--- src/rtl/punc_fetch_unit.sv ---
// punc_fetch_unit: program counter, instruction register and condition codes
// for the PUNC core, plus a two-state fetch sequencer that issues one
// instruction-memory read at a time and aborts it with a sticky error if
// memory never acknowledges.
//
// state | meaning
// ------+---------------------------------------------------------------
// IDLE  | no fetch outstanding; mem_addr follows pc, pc_ld is honoured
// REQ   | read outstanding at the latched address; watchdog running
module punc_fetch_unit #(
    parameter int TIMEOUT = 255
) (
    input  logic        clk,
    input  logic        rst,
    input  logic        fetch_req,
    input  logic        pc_clr,
    input  logic        pc_ld,
    input  logic [1:0]  pc_sel,
    input  logic [15:0] rq_data,
    input  logic        ir_clr,
    input  logic        nzp_ld,
    input  logic        nzp_clr,
    input  logic [15:0] rf_w_data,
    output logic        mem_req,
    output logic [15:0] mem_addr,
    input  logic        mem_ack,
    input  logic [15:0] mem_rdata,
    output logic [15:0] pc,
    output logic [15:0] ir,
    output logic [2:0]  nzp,
    output logic        nzp_match,
    output logic        busy,
    output logic        fetch_done,
    output logic        fetch_err
);

    // The watchdog is a down-counter loaded on entry to REQ; expiry is the
    // cycle it is seen at zero, giving exactly TIMEOUT cycles in REQ.
    localparam int WD_W = (TIMEOUT < 2) ? 1 : $clog2(TIMEOUT + 1);
    localparam logic [WD_W-1:0] WD_LOAD = WD_W'(TIMEOUT - 1);

    typedef enum logic {
        IDLE = 1'b0,
        REQ  = 1'b1
    } state_t;

    state_t          state;
    logic [WD_W-1:0] wdog;
    logic [15:0]     addr_q;

    logic            start_fetch;
    logic            ack_hit;
    logic            wd_expire;
    logic [15:0]     pc_target;
    logic [15:0]     off9;
    logic [15:0]     off11;

    // Event decode for the current cycle.
    always_comb begin
        start_fetch = 1'b0;
        ack_hit     = 1'b0;
        wd_expire   = 1'b0;
        if (state == IDLE) begin
            start_fetch = fetch_req && !pc_clr;
        end else begin
            ack_hit   = mem_ack && !pc_clr;
            wd_expire = !mem_ack && !pc_clr && (wdog == '0);
        end
    end

    // Branch/jump target selection; offsets are sign-extended from ir.
    always_comb begin
        off9      = {{7{ir[8]}}, ir[8:0]};
        off11     = {{5{ir[10]}}, ir[10:0]};
        pc_target = pc;
        case (pc_sel)
            2'd0:    pc_target = pc + off9;
            2'd1:    pc_target = pc + off11;
            2'd2:    pc_target = rq_data;
            default: pc_target = pc;
        endcase
    end

    // Fetch sequencer: state, watchdog, latched address and status flags.
    always_ff @(posedge clk or negedge rst) begin
        if (!rst) begin
            state      <= IDLE;
            wdog       <= '0;
            addr_q     <= 16'h0000;
            fetch_done <= 1'b0;
            fetch_err  <= 1'b0;
        end else begin
            fetch_done <= 1'b0;
            case (state)
                IDLE: begin
                    if (start_fetch) begin
                        state  <= REQ;
                        wdog   <= WD_LOAD;
                        addr_q <= pc;
                    end
                end
                REQ: begin
                    if (pc_clr) begin
                        state <= IDLE;
                        wdog  <= '0;
                    end else if (mem_ack) begin
                        state      <= IDLE;
                        wdog       <= '0;
                        fetch_done <= 1'b1;
                    end else if (wd_expire) begin
                        state <= IDLE;
                        wdog  <= '0;
                    end else begin
                        wdog <= wdog - 1'b1;
                    end
                end
                default: begin
                    state <= IDLE;
                    wdog  <= '0;
                end
            endcase

            // Error is sticky; only pc_clr (or reset) clears it.
            if (pc_clr) begin
                fetch_err <= 1'b0;
            end else if (wd_expire) begin
                fetch_err <= 1'b1;
            end
        end
    end

    // Program counter: clear beats fetch increment beats load; loads are
    // dropped while a fetch is outstanding.
    always_ff @(posedge clk or negedge rst) begin
        if (!rst) begin
            pc <= 16'h0000;
        end else if (pc_clr) begin
            pc <= 16'h0000;
        end else if (ack_hit) begin
            pc <= pc + 16'h0001;
        end else if (pc_ld && (state == IDLE)) begin
            pc <= pc_target;
        end
    end

    // Instruction register: clear wins over a same-edge load.
    always_ff @(posedge clk or negedge rst) begin
        if (!rst) begin
            ir <= 16'h0000;
        end else if (ir_clr) begin
            ir <= 16'h0000;
        end else if (ack_hit) begin
            ir <= mem_rdata;
        end
    end

    // Condition codes: one-hot {n,z,p} from the register-file write value.
    always_ff @(posedge clk or negedge rst) begin
        if (!rst) begin
            nzp <= 3'b000;
        end else if (nzp_clr) begin
            nzp <= 3'b000;
        end else if (nzp_ld) begin
            if (rf_w_data[15]) begin
                nzp <= 3'b100;
            end else if (rf_w_data == 16'h0000) begin
                nzp <= 3'b010;
            end else begin
                nzp <= 3'b001;
            end
        end
    end

    // Memory-side outputs derive from the state register so that reset
    // removes the request asynchronously.
    always_comb begin
        mem_req  = (state == REQ);
        busy     = (state == REQ);
        mem_addr = (state == REQ) ? addr_q : pc;
    end

    // Branch condition test against the current instruction.
    always_comb begin
        nzp_match = |(ir[11:9] & nzp);
    end

endmodule
--- config.mk ---
export PLATFORM = sky130hd
export DESIGN_NAME = punc_fetch_unit
export DESIGN_NICKNAME = d
export VERILOG_FILES = /design/src/rtl/punc_fetch_unit.sv
export SDC_FILE = /design/constraint.sdc
export NUM_CORES = 1
export LEC_CHECK = 0
export CORE_ASPECT_RATIO = 1.75
export CORE_UTILIZATION = 60
export DETAILED_ROUTE_END_ITERATION = 6
export DONT_BUFFER_PORTS = 1
export PLACE_DENSITY = 0.86
export SETUP_SLACK_MARGIN = 0.4
export SLEW_MARGIN = 20
export SYNTH_ARGS = -nofsm -noshare
export SYNTH_HDL_FRONTEND = slang
export SYNTH_SLANG_ARGS = --single-unit
--- constraint.sdc ---
create_clock -name clk -period 2.4 [get_ports clk]
set_input_delay 0.36 -clock clk [delete_from_list [all_inputs] [get_ports clk]]
set_output_delay 0.36 -clock clk [all_outputs]
set_load 0.05 [all_outputs]
==> summary.md <==
| Metric | Value |
|---|---|
| Outcome | completed |
| Chip width | 64.9 um |
| Placeable Area | around 6600 um2 |
| Peak VDD IR | 534 uV |
| Relative slew slack | between 40% and 50% |
| Final hold violation count | 0 |
| Final slew viol count | 0 |
| Req. time, crit path | approximately 2.6 ns |
| Power per cell area | approximately 620 nW/um2 |
| Vias | 4,270 |
| Total power draw | 3.23 mW |
| Post-Syn Instances | between 500 and 600 |
| CTS root buf | clkbuf_16 |
| Vias in the first global route | roughly 4,300 |
| Final #Nets | 632 |
| Layout cell share with drive strength beyond 1 | just under 30% |
| Clock buffer count from CTS | 9 |
| Fin crit share | 99.1% |
| Net Count, Synth | 585 |
| GRT Overall Usage | 36.2% |
| Drt initial violations | about 420 |
| Ys flop type | dfrtp_1 |
| Final WL | approximately 13,000 um |
| Crit-path max FO | 4 |
| Max clock buf depth | 2 |
| First-pass GRT wire length | 20,000 um |
| FP Rows | 39 |
| Setup total negative slack | 0 ns |
| Final min period | approximately 2.4 ns |
| Initial antenna violation count | 0 |
| CP Capture Type | flop |
| I/O pins | around 120 |
| CTS tree | done |
| Register area share after synthesis | approximately 37% |
| DIE AREA | between 7000 and 8000 um2 |
| Max-cap viol count | 0 |
| Worst-margin pin slew | about 0.84 ns |
| Library cells used by synthesis | between 50 and 60 |
| Avg Inst Size Synth | between 8 and 9 um2 |
| Area growth syn-to-layout | 25.9% |
| Synthesized cell area | slightly above 4000 um2 |
| Startpoint types | flop |
| Vias/cell | approximately 6.7 |
| EDFF count, synth | 0 |
| Largest net degree at the start of global routing | between 60 and 70 |
| Synth warnings | 0 |
| RSZ-0062 raised after global routing | true |
| Final Skew | roughly 0.006 ns |
| Chip height | 112 um |
| Leak | 2.34 nW |
| Crit path kind | flop to flop |
| Most frequent cells in the layout | nand2_1 (111), buf_4 (58), dfrtp_1 (39) |
| WL/cell | roughly 20 um |
| Port bufs | 0 |
| Routed Antenna Nets | 0 |
| Starting Density | between 60% and 70% |
| Routability cong. | 0.899 |
| Seq cells post-synth | 62 |
| Drt drc | 0 |
| Clock sinks | just over 60 |
| H-tree depth | 3 |
| Achievable clock frequency | about 420 MHz |
| Setup-failing EPs final | 0 |
| Most common cell after layout, fill and taps aside | nand2_1 |
| Arrival time worst endpoint | roughly 2.6 ns |
| Async SR Flop Fraction | 100% |
| DR pass1 iterations | 5 |
| Worst-skew pair later-pin latency | 0.33 ns |
| Total congestion overflow | 0 |
| DPL Wire Length | roughly 8600 um |
| Number of diodes | 0 |
| HP Class | primary input to flop |
| Worst-path clk slew | roughly 0.05 ns |
worst max-delay path: stages, from the launching register on:
cell and delay [ns]:
dfrtp_4 0.50, ha_4 0.25, and2_4 0.15, or4_4 0.42
o211ai_1 0.19, buf_4 0.17, nand2_2 0.05, xor2_1 0.16
o2111ai_1 0.23, o211ai_1 0.12
layout make-up:
class | instances | area, um2
well taps | 82 | 103
flip-flops and latches | 62 | 1580
repair buffers | 66 | 549
clock inverters | 4 | 22.5
clock buffers | 12 | 246
inverters | 13 | 48.8
multi-input cells | 401 | 2680
fillers | 408 | 1360
where the power goes:
| group | leakage [nW] | switching [mW] | internal [mW] | total [mW] |
|---|---|---|---|---|
| logic | 1.41 | 0.551 | 0.272 | 0.824 |
| registers | 0.797 | 0.0907 | 1.14 | 1.23 |
| clock network | 0.132 | 0.460 | 0.721 | 1.18 |
| total | 2.34 | 1.10 | 2.13 | 3.23 |
cell usage after synthesis, types with 7 or more instances:
cell | n | area share, %
a21oi_1 | 34 | 4.1
clkbuf_1 | 17 | 1.5
dfrtp_1 | 62 | 37
ha_1 | 19 | 5.7
inv_1 | 12 | 1.1
mux2_2 | 14 | 3.8
nand2_1 | 113 | 10
nand2b_1 | 7 | 1.1
nand3_1 | 14 | 1.7
nor2_1 | 33 | 3.0
nor3_1 | 8 | 0.96
nor4_1 | 12 | 1.8
o211ai_1 | 7 | 1.3
o21ai_0 | 36 | 4.3
xnor2_1 | 7 | 1.5
routing by layer:
layer	up-vias	wire [um]	global-route usage, %
met5	-	0	0
met1	2044	4670	39.0
met2	257	6870	62.2
met3	65	935	8.43
met4	0	591	22.4
li1	1904	-	-
flip-flops by register name, indices dropped and copies added (netlist names):
name,flops
addr_q,16
busy,1
fetch_done,1
fetch_err,1
ir,16
nzp,3
pc,16
wdog,8
stage by stage:
step | hold WS (ns) | cell area [um2] | utilization [%] | std cells | setup slack [ns]
floorplan | 0.0644 | 4280 | - | 506 | 0.157
global placement | 0.0660 | 4540 | 69.0 | 600 | 0.172
detailed placement | 0.0659 | 4540 | 69.0 | 600 | 0.0999
CTS | 0.0747 | 5080 | 77.2 | 635 | 0.124
global route | 0.0775 | 5230 | 79.4 | 640 | 0.0105
finish | 0.0785 | 5230 | 79.4 | 640 | 0.0214
final timing paths:
kind	start	endpoint	slack, ns	cells after the start
min	ir_clr	ir[6]$_DFFE_PN0P_	0.08	1
max reg2reg	pc[7]$_DFFE_PN0P_	pc[10]$_DFFE_PN0P_	0.02	9
max	pc[7]$_DFFE_PN0P_	pc[10]$_DFFE_PN0P_	0.02	9
min reg2reg	addr_q[2]$_DFFE_PN0P_	addr_q[2]$_DFFE_PN0P_	0.47	2
min in group asynchronous	rst	addr_q[5]$_DFFE_PN0P_	0.56	2
max in group asynchronous	rst	pc[7]$_DFFE_PN0P_	1.56	2
cell families after synthesis:
kind of cell | Yosys count | synth area share [%]
muxes | 19 | 5.00
adders and majority gates | 20 | 6.20
buffers and inverters | 43 | 4.79
DFF | 62 | 37.3
and+or+nand+nor | 218 | 24.2
xor gates and xnor gates | 11 | 2.32
AOI/OAI and AO/OA | 133 | 20.1
repair_timing:
action                                 CTS  global route
setup endpoints to repair               16            18
hold buffers                             2             0
pin swaps                               19            19
resized for setup                       20            27
endpoints found under the hold margin   62             0
buffers inserted                        17             5
No activity file was read; power rests on OpenSTA's default activity.
